`config.mk`:
```
export PLATFORM = sky130hd
export DESIGN_NAME = mc_ctrl
export DESIGN_NICKNAME = d
export VERILOG_FILES = /design/src/rtl/mc_ctrl.sv
export SDC_FILE = /design/constraint.sdc
export NUM_CORES = 1
export LEC_CHECK = 0
export CORE_AREA = 2 2 39 41
export CTS_CLUSTER_DIAMETER = 30
export CTS_CLUSTER_SIZE = 40
export DETAILED_ROUTE_END_ITERATION = 6
export DIE_AREA = 0 0 41 43
export DONT_BUFFER_PORTS = 1
export GPL_ROUTABILITY_DRIVEN = 1
export PLACE_DENSITY = 0.8
export SLEW_MARGIN = 20
export SYNTH_ARGS = -nofsm -noshare
export SYNTH_HDL_FRONTEND = slang
export SYNTH_SLANG_ARGS = --single-unit
```
`constraint.sdc`:
```
create_clock -name clk -period 4.4 [get_ports clk]
set_clock_uncertainty 0.1 [all_clocks]
set_input_delay 0.44 -clock clk [delete_from_list [all_inputs] [get_ports clk]]
set_output_delay 0.44 -clock clk [all_outputs]
set_load 0.01 [all_outputs]
```
`src/rtl/mc_ctrl.sv`:
```
// mc_ctrl: multicycle MIPS-subset control FSM (FETCH/DECODE/EXE/MEM/WB)
// with a parameterised number of memory stall cycles.
module mc_ctrl #(
  parameter int unsigned MEM_WAIT = 0
) (
  input  logic       clk,
  input  logic       reset,
  input  logic [5:0] op,
  input  logic [5:0] funct,
  input  logic       zero,
  output logic       PCWr,
  output logic       IRWr,
  output logic [1:0] PC_sel,
  output logic [1:0] RegDst,
  output logic [1:0] Data_to_Reg_sel,
  output logic       ALUSrc,
  output logic       ExtOp,
  output logic       RegWrite,
  output logic       MemRead,
  output logic       MemWrite,
  output logic [4:0] ALUCtr,
  output logic [2:0] state,
  output logic       done
);
  typedef enum logic [2:0] {FETCH = 3'd0, DECODE = 3'd1, EXE = 3'd2, MEM = 3'd3, WB = 3'd4} state_t;
  state_t r_state, w_next;
  logic [3:0] r_wait;
  logic w_rtype, w_addu, w_subu, w_jr, w_ori, w_lui, w_lw, w_sw, w_beq, w_j, w_jal, w_exe, w_last;
  assign w_rtype = op == 6'h00;
  assign w_addu  = w_rtype && funct == 6'h21;
  assign w_subu  = w_rtype && funct == 6'h23;
  assign w_jr    = w_rtype && funct == 6'h08;
  assign w_ori   = op == 6'h0D;
  assign w_lui   = op == 6'h0F;
  assign w_lw    = op == 6'h23;
  assign w_sw    = op == 6'h2B;
  assign w_beq   = op == 6'h04;
  assign w_j     = op == 6'h02;
  assign w_jal   = op == 6'h03;
  assign w_exe   = w_addu | w_subu | w_ori | w_lui | w_lw | w_sw | w_beq;
  assign w_last  = r_wait == 4'(MEM_WAIT);
  assign state   = r_state;
  always_ff @(posedge clk or posedge reset)
    if (reset) begin
      r_state <= FETCH;
      r_wait  <= 4'd0;
    end else begin
      r_state <= w_next;
      r_wait  <= (r_state == MEM) ? r_wait + 4'd1 : 4'd0;
    end
  // Selects are decoded from the held opcode so they stay stable for the whole instruction;
  // every enable is additionally gated by reset so it drops without waiting for a clock.
  always_comb begin
    w_next          = FETCH;
    PCWr            = 1'b0;
    IRWr            = 1'b0;
    PC_sel          = 2'b00;
    RegWrite        = 1'b0;
    MemRead         = 1'b0;
    MemWrite        = 1'b0;
    done            = 1'b0;
    RegDst          = w_rtype ? 2'b01 : 2'b00;
    Data_to_Reg_sel = w_lw ? 2'b01 : 2'b00;
    ALUSrc          = w_lw | w_sw | w_ori | w_lui;
    ExtOp           = w_lw | w_sw;
    ALUCtr          = (w_subu | w_beq) ? 5'd1 : w_ori ? 5'd2 : w_lui ? 5'd3 : 5'd0;
    if (!reset)
      case (r_state)
        FETCH: begin
          IRWr   = 1'b1;
          PCWr   = 1'b1;
          w_next = DECODE;
        end
        DECODE: begin
          PCWr   = w_j | w_jal | w_jr;
          PC_sel = w_jr ? 2'b11 : (w_j | w_jal) ? 2'b10 : 2'b00;
          if (w_jal) begin
            RegWrite        = 1'b1;
            RegDst          = 2'b10;
            Data_to_Reg_sel = 2'b10;
          end
          done   = !w_exe;
          w_next = w_exe ? EXE : FETCH;
        end
        EXE: begin
          PCWr   = w_beq & zero;
          PC_sel = w_beq ? 2'b01 : 2'b00;
          done   = w_beq;
          w_next = w_beq ? FETCH : (w_lw | w_sw) ? MEM : WB;
        end
        MEM: begin
          MemRead  = w_lw;
          MemWrite = w_sw & w_last;
          done     = w_sw & w_last;
          w_next   = !w_last ? MEM : w_lw ? WB : FETCH;
        end
        WB: begin
          RegWrite = 1'b1;
          done     = 1'b1;
        end
        default: w_next = FETCH;
      endcase
  end
endmodule

```
==> metrics.md <==
| Metric | Value |
|---|---|
| Status | finished, final reports clean |
| IO Port Bufs | 0 |
| Peak VDD IR | between 0.09 and 0.1 mV |
| Fillers | 120 |
| First-pass GRT wire length | roughly 2.8 mm |
| Die height | roughly 43 µm |
| Asr flop ratio synth | 100% |
| Psw | ~41 µW |
| Worst min path class | input pin to flop |
| Largest net degree at the start of global routing | 17 |
| Synthesized instance count | 92 |
| Syn-to-layout area delta | 2.89% |
| Max Cap Viol | 0 |
| Site row count | 14 |
| Final hold slack | between 0.2 and 0.3 ns |
| Combinational share of power | around 15% |
| Initial Util | a little over half |
| GRT Residual Overflow | 0 |
| Clk pwr share | a little under 40% |
| Final nets | between 100 and 150 |
| # resized after CTS | 0 |
| # setup viols final | 0 |
| Number of global-route vias before repair | about 660 |
| Worst r2r src | r_wait[0] |
| Syn. warnings | 0 |
| Synth Flop Type | dfrtp_1 |
| Hold Fails Final Rpt | 0 |
| Relative slew margins | between 50% and 60% |
| Worst-margin pin slew | approximately 0.66 ns |
| Routed Antenna Nets | 0 |
| DRC errors left | 0 |
| HP Start | op[3] |
| Final core utilization | 54.7% |
| Iter 0 DRT Violations | 37 |
| Share of cells above drive strength 1 | a little under an eighth |
| Area of the multi-input gates | between 500 and 600 µm² |
| Gr usage total | 22.6% |
| WL per Instance | 16.3 µm |
| Setup crit start kind | flop |
| Sequential share of power | a little under half |
| Crit path launch | state[0] |
| Critical path class | flop to output port |
| Num CTS Buffers | 3 |
| Core area | about 1400 µm² |
| Worst endpoint required time | just under 4 ns |
| Die Wd | 41 µm |
| Initial antenna violation count | 0 |
| Clk sinks | 7 |
| EDFF count, synth | 0 |
| Average cell area after synthesis | between 7 and 8 µm² |
| Seq/Total Area, Yosys | between 20% and 30% |
| Synthesized area | approximately 740 µm² |
| Switching part of the total power | a little over a quarter |
| Period utilization | about three fifths |
| Power, Total | roughly 150 µW |
| Crit-path max FO | 12 |
| Setup TNS Final | 0 ns |
| Htree depth | 1 |
| LEAKAGE | between 0.0003 and 0.0004 µW |
| Power density over the cells | roughly 200 nW/µm² |
| Pre-Repair DR Iteration Count | 4 |
| Area of all sequential standard cells | between 150 and 200 µm² |
| Synth Register Bits | 7 |
| Antenna cells | 0 |
| I/O pins | 37 |
| CTS Root Cell | clkbuf_4 |
| CTS tree | done |
| RePlAce Congestion | between 0.8 and 0.9 |
| Worst Setup End Kind | output port |
| Routed via count | ~700 |
| CTS max path bufs | 2 |
| Post-CTS Setup Bufs | 0 |
| Final Max Tran Viols | 0 |
| CTS clk-pin slew, worst paths | ~0.06 ns |
| Distinct cells, synth | 43 |
| Internal | between 100 and 150 µW |
| WL final | 1.76 mm |
| Fin crit period | 2.62 ns |
| HPWL after detailed placement | approximately 1.4 mm |
| RSZ-0062 raised after global routing | false |
| Routed vias/inst | 6.50 |
| Die Area | between 1500 and 2000 µm² |
| Max Fclk | 382 MHz |
| Skew-Pair Late Insertion Delay | about 0.25 ns |
| CP arrival | 2.08 ns |
## synthesized netlist by cell type, types with 2 or more instances
library cell | instances | share of area (%)
nor3_1 | 5 | 3.4
inv_1 | 6 | 3.1
dfrtp_1 | 7 | 24
and3_1 | 3 | 2.6
o21ai_0 | 2 | 1.4
nand4_1 | 3 | 2.6
a21o_1 | 2 | 2.0
xor2_1 | 2 | 2.4
nand3b_1 | 2 | 2.0
nor4_1 | 3 | 2.6
nor2b_1 | 3 | 2.6
buf_4 | 4 | 4.1
nor2_1 | 8 | 4.1
nand2b_1 | 3 | 2.6
ha_1 | 2 | 3.4
nand3_1 | 2 | 1.4
nand4b_1 | 3 | 3.6
nand2_1 | 5 | 2.6
clkbuf_1 | 2 | 1.0
and3_2 | 2 | 2.0
## flip-flops by register name (all words and copies together), names as in the netlist
register / flops
r_wait: 4
state: 3
## metal layers
layer	part of all wire (%)	track usage [%]	vias to the layer above
li1	-	-	329
met1	39	29.8	319
met2	50	34.7	50
met3	9.8	3.66	4
met4	1.5	10.0	0
met5	0	0	-
## cell families after synthesis
logic type      count (synthesis)  share of synthesized area, %
other cells                     1                         0.510
compound gates                 13                          13.3
simple gates                   53                          46.6
buf+inv                        13                          8.84
xor+xnor                        3                          3.57
flops                           7                          23.8
fa+ha+maj                       2                          3.40
## worst max-delay path, stage by stage (launching register included)
cell      delay (ns)
dfrtp_1         0.60
nor2b_1         0.40
and2_1          0.20
nand4_1         0.13
a311oi_1        0.50
## timing repair
item                       CTS  global route
hold buffers                 1             0
hold endpoints to repair     7             0
setup endpoints to repair    0             0
## layout by cell type (no fill, tap or decap), drive strengths merged, types with 2 or more instances in the layout
master and instances:
nand2 6, nand3 2, nand4 3, xor2 2, a21o 2, and3 5, o21ai 2, nor4 3
nor3b 2, clkbuf 4, nor4b 2, nor2b 3, nor2 8, dfrtp 7, conb 3, ha 2
inv 6, a21oi 2, or3b 2, nor3 5, a21boi 2, nand2b 3, nand3b 2, nand4b 3
## cell type report
type / count / area share, %
multi-input cells: 74 / 66.4
flip-flops and latches: 7 / 23.1
clock buffers: 4 / 3.47
inverters: 6 / 2.98
well taps: 16 / 2.64
repair buffers: 1 / 1.32
## final timing paths
path	slack [ns]	cells after the start	to
setup / recovery	1.78	4	done
max in group asynchronous	3.48	2	r_wait[1]
hold / removal	0.27	2	state[2]
hold reg to reg	0.39	1	r_wait[0]
setup reg to reg	2.69	6	state[2]
min in group asynchronous	0.49	2	state[2]
## power groups by stage
stage / Clock, µW / Combinational (µW) / Sequential [µW]
after floorplan: 0 / 23.9 / 67.6
after global placement: 0 / 21.5 / 69.8
after detailed placement: 0 / 22.3 / 70.1
after CTS: 59.1 / 23.1 / 68.9
after global routing: 64.3 / 25.6 / 69.3
final: 58.0 / 23.1 / 69.0
## metrics by stage
step,instances,worst slack (ns),instance area [µm²]
finish,108,1.78,757
global route,108,1.64,757
CTS,108,1.77,757
detailed placement,103,2.03,721
global placement,103,2.07,721
floorplan,94,2.17,743
Power figures use the tool's default switching activity.
